**src/rtl/draw_pkg.sv**
```systemverilog
// Shared constants and plotter state encoding for the sprite drawing path.
// Also carries the sprite position limits used by the movement controller.
package draw_pkg;

  localparam int SCREEN_W    = 160;
  localparam int SCREEN_H    = 120;
  localparam int SPRITE_SIZE = 6;

  localparam logic [2:0] FG = 3'b111;
  localparam logic [2:0] BG = 3'b000;

  // Largest top-left position that keeps the whole sprite on screen.
  localparam int X_MAX = SCREEN_W - SPRITE_SIZE;
  localparam int Y_MAX = SCREEN_H - SPRITE_SIZE;

  typedef enum logic [1:0] {
    ST_CLEAR = 2'd0,
    ST_DRAW  = 2'd1,
    ST_DONE  = 2'd2,
    ST_IDLE  = 2'd3
  } plot_state_e;

endpackage

```
**src/rtl/pixel_counter_2d.sv**
```systemverilog
// Row-major x/y sweep counter with run-time extent; x advances fastest.
// last flags the final coordinate (width-1, height-1) of the sweep.
module pixel_counter_2d #(
  parameter int XW = 8,
  parameter int YW = 7
) (
  input  logic          clk,
  input  logic          rst,
  input  logic          clr,
  input  logic          en,
  input  logic [XW-1:0] width,
  input  logic [YW-1:0] height,
  output logic [XW-1:0] cx,
  output logic [YW-1:0] cy,
  output logic          last
);

  localparam logic [XW-1:0] X_ONE = 1;
  localparam logic [YW-1:0] Y_ONE = 1;

  logic [XW-1:0] cx_q, cx_d;
  logic [YW-1:0] cy_q, cy_d;
  logic          row_end;

  always_comb begin
    cx_d    = cx_q;
    cy_d    = cy_q;
    row_end = (cx_q == width - X_ONE);
    last    = row_end && (cy_q == height - Y_ONE);
    if (clr) begin
      cx_d = '0;
      cy_d = '0;
    end else if (en) begin
      if (row_end) begin
        cx_d = '0;
        cy_d = last ? '0 : cy_q + Y_ONE;
      end else begin
        cx_d = cx_q + X_ONE;
      end
    end
  end

  always_ff @(posedge clk) begin
    if (rst) begin
      cx_q <= '0;
      cy_q <= '0;
    end else begin
      cx_q <= cx_d;
      cy_q <= cy_d;
    end
  end

  assign cx = cx_q;
  assign cy = cy_q;

endmodule

```
**src/rtl/draw_plotter.sv**
```systemverilog
// Pixel-writing back end: full-screen clear and SIZE x SIZE sprite draw/erase,
// one registered pixel write per clock towards the VGA adapter's plot port.
module draw_plotter
  import draw_pkg::*;
#(
  parameter int         SIZE     = draw_pkg::SPRITE_SIZE,
  parameter int         SCREEN_W = draw_pkg::SCREEN_W,
  parameter int         SCREEN_H = draw_pkg::SCREEN_H,
  parameter logic [2:0] FG       = draw_pkg::FG,
  parameter logic [2:0] BG       = draw_pkg::BG
) (
  input  logic       clock,
  input  logic       reset_n,
  input  logic       req,
  input  logic       undraw,
  input  logic [7:0] x_in,
  input  logic [6:0] y_in,
  input  logic       clear_req,
  output logic       ready,
  output logic       plot,
  output logic [7:0] x_out,
  output logic [6:0] y_out,
  output logic [2:0] colour_out,
  output logic       done
);

  // Handshake: req/clear_req are taken on a rising edge only while ready=1;
  // ready falls in the cycle after acceptance and nothing is queued.
  plot_state_e state_q, state_d;

  logic [7:0] xb_q, xb_d;
  logic [6:0] yb_q, yb_d;
  logic       erase_q, erase_d;
  logic       plot_q, plot_d;
  logic       done_q, done_d;
  logic       ready_q, ready_d;
  logic [7:0] x_q, x_d;
  logic [6:0] y_q, y_d;
  logic [2:0] col_q, col_d;

  logic [7:0] cx, cnt_w;
  logic [6:0] cy, cnt_h;
  logic       cnt_last, cnt_clr, cnt_en;
  logic [8:0] sum_x;
  logic [7:0] sum_y;

  pixel_counter_2d #(.XW(8), .YW(7)) u_cnt (
    .clk    (clock),
    .rst    (reset_n),
    .clr    (cnt_clr),
    .en     (cnt_en),
    .width  (cnt_w),
    .height (cnt_h),
    .cx     (cx),
    .cy     (cy),
    .last   (cnt_last)
  );

  always_comb begin
    state_d = state_q;
    xb_d    = xb_q;
    yb_d    = yb_q;
    erase_d = erase_q;
    x_d     = x_q;
    y_d     = y_q;
    col_d   = col_q;
    plot_d  = 1'b0;
    done_d  = 1'b0;
    ready_d = 1'b0;
    cnt_clr = 1'b0;
    cnt_en  = 1'b0;
    cnt_w   = 8'(SIZE);
    cnt_h   = 7'(SIZE);
    // Widened sums so off-screen pixels are detected instead of wrapping.
    sum_x   = {1'b0, xb_q} + {1'b0, cx};
    sum_y   = {1'b0, yb_q} + {1'b0, cy};
    case (state_q)
      ST_CLEAR: begin
        cnt_w  = 8'(SCREEN_W);
        cnt_h  = 7'(SCREEN_H);
        cnt_en = 1'b1;
        plot_d = 1'b1;
        x_d    = cx;
        y_d    = cy;
        col_d  = BG;
        if (cnt_last) state_d = ST_DONE;
      end
      ST_DRAW: begin
        cnt_en = 1'b1;
        plot_d = (sum_x < 9'(SCREEN_W)) && (sum_y < 8'(SCREEN_H));
        x_d    = sum_x[7:0];
        y_d    = sum_y[6:0];
        col_d  = erase_q ? BG : FG;
        if (cnt_last) state_d = ST_DONE;
      end
      ST_DONE: begin
        cnt_clr = 1'b1;
        done_d  = 1'b1;
        state_d = ST_IDLE;
      end
      ST_IDLE: begin
        cnt_clr = 1'b1;
        if (ready_q && clear_req) begin
          state_d = ST_CLEAR;
        end else if (ready_q && req) begin
          state_d = ST_DRAW;
          xb_d    = x_in;
          yb_d    = y_in;
          erase_d = undraw;
        end else begin
          ready_d = 1'b1;
        end
      end
      default: state_d = ST_CLEAR;
    endcase
  end

  always_ff @(posedge clock) begin
    if (reset_n) begin
      state_q <= ST_CLEAR;
      xb_q    <= '0;
      yb_q    <= '0;
      erase_q <= 1'b0;
      plot_q  <= 1'b0;
      done_q  <= 1'b0;
      ready_q <= 1'b0;
      x_q     <= '0;
      y_q     <= '0;
      col_q   <= BG;
    end else begin
      state_q <= state_d;
      xb_q    <= xb_d;
      yb_q    <= yb_d;
      erase_q <= erase_d;
      plot_q  <= plot_d;
      done_q  <= done_d;
      ready_q <= ready_d;
      x_q     <= x_d;
      y_q     <= y_d;
      col_q   <= col_d;
    end
  end

  assign ready      = ready_q;
  assign plot       = plot_q;
  assign done       = done_q;
  assign x_out      = x_q;
  assign y_out      = y_q;
  assign colour_out = col_q;

endmodule

```
**config.mk**
```make
export PLATFORM = sky130hd
export DESIGN_NAME = draw_plotter
export DESIGN_NICKNAME = d
export VERILOG_FILES = /design/src/rtl/draw_pkg.sv /design/src/rtl/pixel_counter_2d.sv /design/src/rtl/draw_plotter.sv
export SDC_FILE = /design/constraint.sdc
export NUM_CORES = 1
export LEC_CHECK = 0
export ABC_AREA = 0
export BUFFER_PORTS_ARGS = -buffer_cell sky130_fd_sc_hd__buf_4
export CAP_MARGIN = 20
export CORE_MARGIN = 5
export CORE_UTILIZATION = 30
export CTS_CLUSTER_DIAMETER = 30
export DETAILED_ROUTE_END_ITERATION = 6
export PLACE_DENSITY = 0.46
export SLEW_MARGIN = 10
export SYNTH_ARGS = -nofsm -noshare
export SYNTH_HDL_FRONTEND = slang
export SYNTH_SLANG_ARGS = --single-unit
```
**constraint.sdc**
```tcl
create_clock -name clock -period 4.15 [get_ports clock]
set_input_delay 0 -clock clock [delete_from_list [all_inputs] [get_ports clock]]
set_output_delay 0 -clock clock [all_outputs]
set_load 0.01 [all_outputs]
```
==> impl_metrics.xml, run 1 <==
<?xml version="1.0" encoding="UTF-8"?>
<metrics>
  <group name="cells_and_area">
    <metric name="diodes" unit="">0</metric>
    <metric name="number_of_fill_cells" unit="">998</metric>
    <metric name="multiInputGateArea" unit="mm2">0.00172</metric>
    <metric name="finalCoreUtilization" unit="%">37.8</metric>
    <metric name="flow.area_growth_from_synthesis" unit="%">22.1</metric>
    <metric name="final_nets" unit="">428</metric>
    <metric name="ratio_of_cells_with_drive_above_1_in_the_final_layout" unit="%">15.7</metric>
    <metric name="seq_area" unit="mm2">0.00104</metric>
    <metric name="postLayoutCellArea" unit="mm2">0.00351</metric>
  </group>
  <group name="synthesis">
    <metric name="synth_warnings" unit="">0</metric>
    <metric name="ys_async_rst_share" unit="%">0</metric>
    <metric name="yosys.area.top_type" unit="">dfxtp_1</metric>
    <metric name="synthCells" unit="">342</metric>
    <metric name="synth_top_flop_cell" unit="">dfxtp_1</metric>
    <metric name="post-synth-top-count-cell" unit="">dfxtp_1</metric>
    <metric name="ys_seq_area_share" unit="%">36.2</metric>
    <metric name="post_synth_top_cells" unit="">dfxtp_1 (52), nand2_1 (44), nor2_1 (38), a21oi_1 (31), ha_1 (17)</metric>
    <metric name="yosys_register_bits" unit="">52</metric>
    <metric name="yosysUniqueCellTypes" unit="">57</metric>
    <metric name="syn-cell-area" unit="mm2">0.00288</metric>
    <metric name="mappedNetlistNets" unit="">381</metric>
    <metric name="netlist.area_leader.share" unit="%">36.2</metric>
    <metric name="synth_top_cells_by_area" unit="">dfxtp_1 (36%), ha_1 (7.4%), nand2_1 (5.7%), a21oi_1 (5.4%), nor2_1 (5.0%)</metric>
    <metric name="postSynthAreaPerCell" unit="um2">8.41</metric>
    <metric name="count_of_flip_flops_with_a_built_in_enable_after_synthesis" unit="">0</metric>
  </group>
  <group name="pwr">
    <metric name="vdd_drop_max" unit="mV">0.121</metric>
    <metric name="power_density" unit="mW/mm2">244</metric>
    <metric name="power.leakage" unit="nW">1.45</metric>
  </group>
  <group name="floorplanning">
    <metric name="floorplan.die.width" unit="um">108</metric>
    <metric name="rows" unit="">35</metric>
    <metric name="die-area" unit="mm2">0.0116</metric>
    <metric name="i_o_pin_count" unit="">41</metric>
    <metric name="die_span_in_y" unit="um">108</metric>
    <metric name="initial_util" unit="%">31.0</metric>
    <metric name="fp.coreArea" unit="mm2">0.00928</metric>
  </group>
  <group name="sta">
    <metric name="final.setup.worst_slack" unit="ns">1.82</metric>
    <metric name="slew_viol_final" unit="">0</metric>
    <metric name="max_slew_margin" unit="%">46.7</metric>
    <metric name="period_share" unit="%">56.1</metric>
    <metric name="finalHoldViolCount" unit="">0</metric>
    <metric name="timing_worst_slew_pin_value" unit="ns">0.799</metric>
    <metric name="minimum_clock_period" unit="ns">2.33</metric>
    <metric name="hold_slack" unit="ns">0.0510</metric>
    <metric name="achievable-frequency" unit="GHz">0.429</metric>
    <metric name="finalSetupTns" unit="ns">0</metric>
    <metric name="finClkSkew" unit="ns">0.00797</metric>
    <metric name="setup_violations" unit="">0</metric>
    <metric name="grt_setup_unrepaired" unit="">no</metric>
  </group>
  <group name="clock_tree">
    <metric name="clk_latency" unit="ns">0.30</metric>
    <metric name="cts_buffers" unit="">5</metric>
    <metric name="clkSlewWorstSetupHoldPaths" unit="ns">0.10</metric>
    <metric name="number_of_h_tree_levels" unit="">2</metric>
    <metric name="clock_tree.root_cell" unit="">clkbuf_8</metric>
    <metric name="clockBufferDepth" unit="">2</metric>
    <metric name="post_cts_resize_count" unit="">0</metric>
    <metric name="cts.repair_timing.setup_buffer_count" unit="">0</metric>
    <metric name="tritoncts_clock_tree" unit="">done</metric>
    <metric name="clock-sinks" unit="">52</metric>
  </group>
  <group name="place">
    <metric name="portBuffers" unit="">40</metric>
    <metric name="post_detail_place_hpwl" unit="um">5480</metric>
    <metric name="gp_congestion" unit="">0.888</metric>
    <metric name="dp_worst_setup_slack" unit="ns">1.86</metric>
    <metric name="placed_area" unit="mm2">0.00327</metric>
  </group>
  <group name="global_route">
    <metric name="pin_count_of_the_biggest_net_entering_global_routing" unit="">34</metric>
    <metric name="grt_pass1_wl" unit="um">12900</metric>
    <metric name="grtUsageTotal" unit="%">13.8</metric>
    <metric name="first_global_vias" unit="">2577</metric>
    <metric name="grt_remaining_overflow" unit="">0</metric>
    <metric name="initial_antenna_violation_count" unit="">0</metric>
  </group>
  <group name="worst_setup_path">
    <metric name="cp_data_required_time" unit="ns">4.38</metric>
    <metric name="rr_worst_depth" unit="">8</metric>
    <metric name="reg2reg_to" unit="">plot</metric>
    <metric name="r2r_setup_slack" unit="ns">1.82</metric>
    <metric name="criticalPathCategory" unit="">register to register</metric>
    <metric name="crit_arrival" unit="ns">2.55</metric>
    <metric name="worst-path-max-fanout" unit="">6</metric>
    <metric name="cp-start-kind" unit="">register</metric>
    <metric name="critical_path.reg2reg.startpoint" unit="">u_cnt.cy[0]</metric>
    <metric name="timing.critical_path.to_type" unit="">register</metric>
  </group>
  <group name="detailed_routing">
    <metric name="vias" unit="">2578</metric>
    <metric name="avgViaCountPerCell" unit="">4.98</metric>
    <metric name="drt_wl_total" unit="um">7720</metric>
    <metric name="detail_route.drc_violations" unit="">0</metric>
    <metric name="detailedRoute.firstIterationViolations" unit="">83</metric>
    <metric name="detail_route_antenna_nets" unit="">0</metric>
    <metric name="first_pass_iters" unit="">4</metric>
    <metric name="wl_per_cell" unit="um">14.9</metric>
  </group>
  <group name="job">
    <metric name="maxCapViolCount" unit="">0</metric>
  </group>
  <group name="min_path">
    <metric name="beginning_of_the_worst_hold_path" unit="">clear_req</metric>
    <metric name="min_to" unit="">state_q[0]</metric>
    <metric name="hold_path.class" unit="">input pin to register</metric>
    <metric name="min_path_cells" unit="">4</metric>
  </group>
  <group name="outcome">
    <metric name="status" unit="">complete, no violations</metric>
  </group>
</metrics>
final cells by class:
cell class	instances	share of cell area, %
multi-input cells	261	48.8
flip-flops and latches	52	29.6
repair buffers	58	13.5
well taps	129	4.60
clock buffers	6	2.07
inverters	11	1.18
clock inverters	1	0.143
registers in the layout, indices dropped and copies added, names as in the netlist:
name	flops
u_cnt.cx	8
x_out	8
xb_q	8
u_cnt.cy	7
y_out	7
yb_q	7
state_q	2
colour_out	1
done	1
erase_q	1
plot	1
ready	1
cells in the final DEF (no fill, tap or decap), types with 2 or more instances in the layout:
cell and instances:
dfxtp_1 52, nand2_1 44, buf_4 42, nor2_1 38, a21oi_1 31, ha_1 17
dlygate4sd3_1 16, xor2_1 11, inv_1 10, nand3_1 8, nand4_1 8, nor3_1 7
xnor2_1 7, and3_1 7, a211oi_1 6, o21ai_0 6, nor2b_1 5, mux2i_1 5
clkbuf_8 5, or3_1 4, o21a_1 4, o21ai_1 4, a211o_1 3, a31oi_1 3
o211a_1 3, a21o_1 2, or2_1 2, o2111a_1 2, nor3b_1 2, a311o_1 2
o22ai_1 2, a211oi_2 2, o2111ai_1 2, fa_1 2
logic make-up after synthesis:
| kind of cell | synth area share, % |
|---|---|
| mux | 2.52 |
| flops | 36.2 |
| fa+ha+maj | 8.79 |
| compound gates | 19.9 |
| xor+xnor | 5.48 |
| buf+inv | 4.13 |
| simple gates | 23.0 |
timing repair:
item                       CTS  global route
hold endpoints to repair    16             0
hold buffers                16             0
setup endpoints to repair    0             0
routing by layer:
metal,global-route usage (%),up-vias,part of all wire (%),wire [um]
met5,0,-,0,0
met4,3.79,0,1.3,102
met3,2.52,8,2.9,221
met2,22.6,39,45,3470
met1,18.8,1217,51,3920
li1,-,1314,-,-
report_power, final:
group	switching, W	internal [W]
clock	0.000169	0.000116
sequential	0.00000679	0.000503
combinational	0.0000283	0.0000348
worst max-delay path by stage:
stage	start	end	slack (ns)	depth (start not counted)
finish	u_cnt.cy[0]	plot	1.82	8
global route	u_cnt.cy[0]	plot	1.56	8
detailed placement	u_cnt.cy[0]	plot	1.86	8
floorplan	u_cnt.cx[0]	x_out[6]	2.15	7
global placement	u_cnt.cy[0]	plot	1.88	8
CTS	u_cnt.cy[0]	plot	1.83	8
per-stage QoR:
step | std cells | power (W)
6_report | 518 | 0.000858
5_1_grt | 518 | 0.000900
4_1_cts | 518 | 0.000871
3_5_place_dp | 495 | 0.000574
3_3_place_gp | 495 | 0.000574
2_1_floorplan | 342 | 0.000548
worst max-delay path, cell delays in order (launching register included):
cell and delay [ns]:
dfxtp_1 0.47, ha_1 0.24, inv_1 0.06, fa_1 0.40, nor2b_1 0.24, o21ai_1 0.11
a311oi_1 0.36, nor4_1 0.13, o31ai_1 0.23
Note: power is estimated with default switching activity, not from simulation.
==> run 2, diff against run 1 <==
- PLACE_DENSITY: 0.46 -> 0.48
- clock period: 4.15 -> 1.9 ns (I/O delays scaled with it)
==> run 2 against run 1 <==
The run now ends with negative setup slack left. Clock skew fell by 0.0013 ns. Sequential share of layout area down 3.8 points. Worst setup slack got worse by 1.9 ns. Non-clock buffer count is 42 higher. Total power is 140% higher. Largest cell class unchanged.
==> impl_metrics.xml, run 2 (synthesis gave the netlist of run 1 again) <==
<?xml version="1.0" encoding="UTF-8"?>
<metrics>
  <group name="pwr">
    <metric name="power.leakage" unit="nW">1.68</metric>
    <metric name="vdd_drop_max" unit="mV">0.291</metric>
    <metric name="power_density" unit="mW/mm2">504</metric>
  </group>
  <group name="place">
    <metric name="post_detail_place_hpwl" unit="um">6010</metric>
    <metric name="dp_worst_setup_slack" unit="ns">-0.122</metric>
    <metric name="placedCellCount" unit="">530</metric>
    <metric name="portBuffers" unit="">40</metric>
    <metric name="gp_congestion" unit="">0.872</metric>
  </group>
  <group name="worst_setup_path">
    <metric name="critical_path.slowest_cell" unit="">or4b_1</metric>
    <metric name="worst-path-max-fanout" unit="">4</metric>
    <metric name="max_incr_delay_on_cp" unit="ns">0.51</metric>
    <metric name="timing.critical_path.to_type" unit="">register</metric>
    <metric name="path_buf_inv" unit="">0</metric>
    <metric name="cp_data_required_time" unit="ns">2.13</metric>
    <metric name="criticalPathCategory" unit="">register to register</metric>
    <metric name="rr_worst_depth" unit="">7</metric>
    <metric name="crit_arrival" unit="ns">2.20</metric>
    <metric name="worst-path-stages" unit="">7</metric>
    <metric name="cp_cell_sequence" unit="">ha_4 -&gt; fa_2 -&gt; a211oi_4 -&gt; or4b_1 -&gt; o2111a_1 -&gt; or2_1 -&gt; a211oi_2</metric>
    <metric name="cp-start-kind" unit="">register</metric>
    <metric name="critPathTopFamily" unit="">simple AND/OR/NAND/NOR gates</metric>
  </group>
  <group name="min_path">
    <metric name="hold_path.class" unit="">input pin to register</metric>
    <metric name="min_path_cells" unit="">4</metric>
  </group>
  <group name="cells_and_area">
    <metric name="final_nets" unit="">470</metric>
    <metric name="diodes" unit="">0</metric>
    <metric name="leading_cell_types_in_the_layout_fill_and_taps_excluded" unit="">buf_4 (79), nand2_1 (43), dfxtp_1 (43)</metric>
    <metric name="mostFrequentLayoutCell" unit="">buf_4</metric>
    <metric name="finalCoreUtilization" unit="%">43.8</metric>
    <metric name="number_of_fill_cells" unit="">974</metric>
    <metric name="final_cell_count_no_fill" unit="">561</metric>
    <metric name="flow.area_growth_from_synthesis" unit="%">41.5</metric>
    <metric name="ratio_of_cells_with_drive_above_1_in_the_final_layout" unit="%">31.9</metric>
  </group>
  <group name="job">
    <metric name="maxCapViolCount" unit="">0</metric>
  </group>
  <group name="outcome">
    <metric name="failed_checks" unit="">negative setup slack</metric>
    <metric name="status" unit="">finished, violations left</metric>
  </group>
  <group name="sta">
    <metric name="achievable-frequency" unit="GHz">0.509</metric>
    <metric name="final.setup.worst_slack" unit="ns">-0.0661</metric>
    <metric name="max_slew_margin" unit="%">69.0</metric>
    <metric name="finClkSkew" unit="ns">0.00663</metric>
    <metric name="minimum_clock_period" unit="ns">1.97</metric>
    <metric name="slew_viol_final" unit="">0</metric>
    <metric name="grt_setup_unrepaired" unit="">yes</metric>
    <metric name="finalHoldViolCount" unit="">0</metric>
    <metric name="period_share" unit="%">103</metric>
    <metric name="timing_worst_slew_pin_value" unit="ns">0.464</metric>
    <metric name="setup_violations" unit="">2</metric>
  </group>
  <group name="detailed_routing">
    <metric name="drt_wl_total" unit="um">8460</metric>
    <metric name="first_pass_iters" unit="">4</metric>
    <metric name="wl_per_cell" unit="um">15.1</metric>
    <metric name="detail_route_antenna_nets" unit="">0</metric>
    <metric name="avgViaCountPerCell" unit="">4.82</metric>
    <metric name="detailedRoute.firstIterationViolations" unit="">125</metric>
    <metric name="detail_route.drc_violations" unit="">0</metric>
    <metric name="vias" unit="">2702</metric>
  </group>
  <group name="global_route">
    <metric name="grtUsageTotal" unit="%">15.0</metric>
    <metric name="grt_pass1_wl" unit="um">13700</metric>
    <metric name="grt_remaining_overflow" unit="">0</metric>
    <metric name="pin_count_of_the_biggest_net_entering_global_routing" unit="">22</metric>
    <metric name="first_global_vias" unit="">2684</metric>
    <metric name="initial_antenna_violation_count" unit="">0</metric>
  </group>
  <group name="clock_tree">
    <metric name="number_of_h_tree_levels" unit="">2</metric>
    <metric name="clock_tree.root_cell" unit="">clkbuf_8</metric>
    <metric name="clock-sinks" unit="">52</metric>
    <metric name="cts_buffers" unit="">5</metric>
    <metric name="clkSlewWorstSetupHoldPaths" unit="ns">0.10</metric>
    <metric name="tritoncts_clock_tree" unit="">done</metric>
    <metric name="clk_latency" unit="ns">0.31</metric>
    <metric name="clockBufferDepth" unit="">2</metric>
  </group>
  <group name="floorplanning">
    <metric name="rows" unit="">35</metric>
    <metric name="die_span_in_y" unit="um">108</metric>
    <metric name="initial_util" unit="%">31.0</metric>
    <metric name="i_o_pin_count" unit="">41</metric>
    <metric name="fp.coreArea" unit="mm2">0.00928</metric>
    <metric name="die-area" unit="mm2">0.0116</metric>
    <metric name="floorplan.die.width" unit="um">108</metric>
  </group>
</metrics>
==> run 2: path summary, 6_finish.rpt <==
path,slack [ns],start,endpoint
max,-0.07,u_cnt.cx[0],x_out[6]
min,0.04,clear_req,state_q[0]
max reg2reg,-0.07,u_cnt.cx[0],x_out[6]
min reg2reg,0.46,erase_q,erase_q
==> run 2: per-layer routing <==
metal	vias to the layer above	wire [um]	GRT usage, %
met1	1250	4130	21.2
met2	47	3930	24.1
met5	-	0	0
met3	8	288	1.86
met4	0	105	3.88
li1	1397	-	-
==> run 2: layout make-up <==
cell class	instances	area (um2)	area share, %
clock buffers	6	72.6	1.78
clock inverters	2	35.0	0.861
inverters	11	41.3	1.01
multi-input cells	261	1890	46.4
flip-flops and latches	52	1050	25.9
well taps	129	161	3.97
repair buffers	100	817	20.1
==> run 2: through the flow <==
step	TNS, ns	instance area (um2)	hold WS [ns]	total power [W]
3_5_place_dp	-0.261	3580	0.258	0.00127
3_3_place_gp	-0.112	3580	0.247	0.00127
2_1_floorplan	-0.00774	2910	0.136	0.00120
5_1_grt	-0.550	4070	0.0589	0.00214
6_report	-0.126	4070	0.0384	0.00205
4_1_cts	-0.246	3890	0.0301	0.00209
==> run 2: report_power, final <==
part	internal (W)	leakage (nW)	switching [W]	total (W)
clock	0.000392	0.0552	0.000379	0.000771
combinational	0.0000939	1.20	0.0000768	0.000171
sequential	0.00110	0.424	0.00000777	0.00111
total	0.00159	1.68	0.000463	0.00205
==> run 2: worst reg2reg max path, cell delays in order (launching register included) <==
cell,delay [ns]
dfxtp_2,0.36
ha_4,0.14
fa_2,0.23
a211oi_4,0.08
or4b_1,0.51
o2111a_1,0.17
or2_1,0.22
a211oi_2,0.17
==> run 2: timing repair <==
| item | 4_1_cts | 5_1_grt |
|---|---|---|
| hold buffers | 17 | 0 |
| setup endpoints to repair | 7 | 20 |
| cloned | 0 | 0 |
| resized for setup | 5 | 33 |
| buffers inserted | 1 | 5 |
| endpoints found under the hold margin | 18 | 0 |
| pin swaps | 7 | 24 |
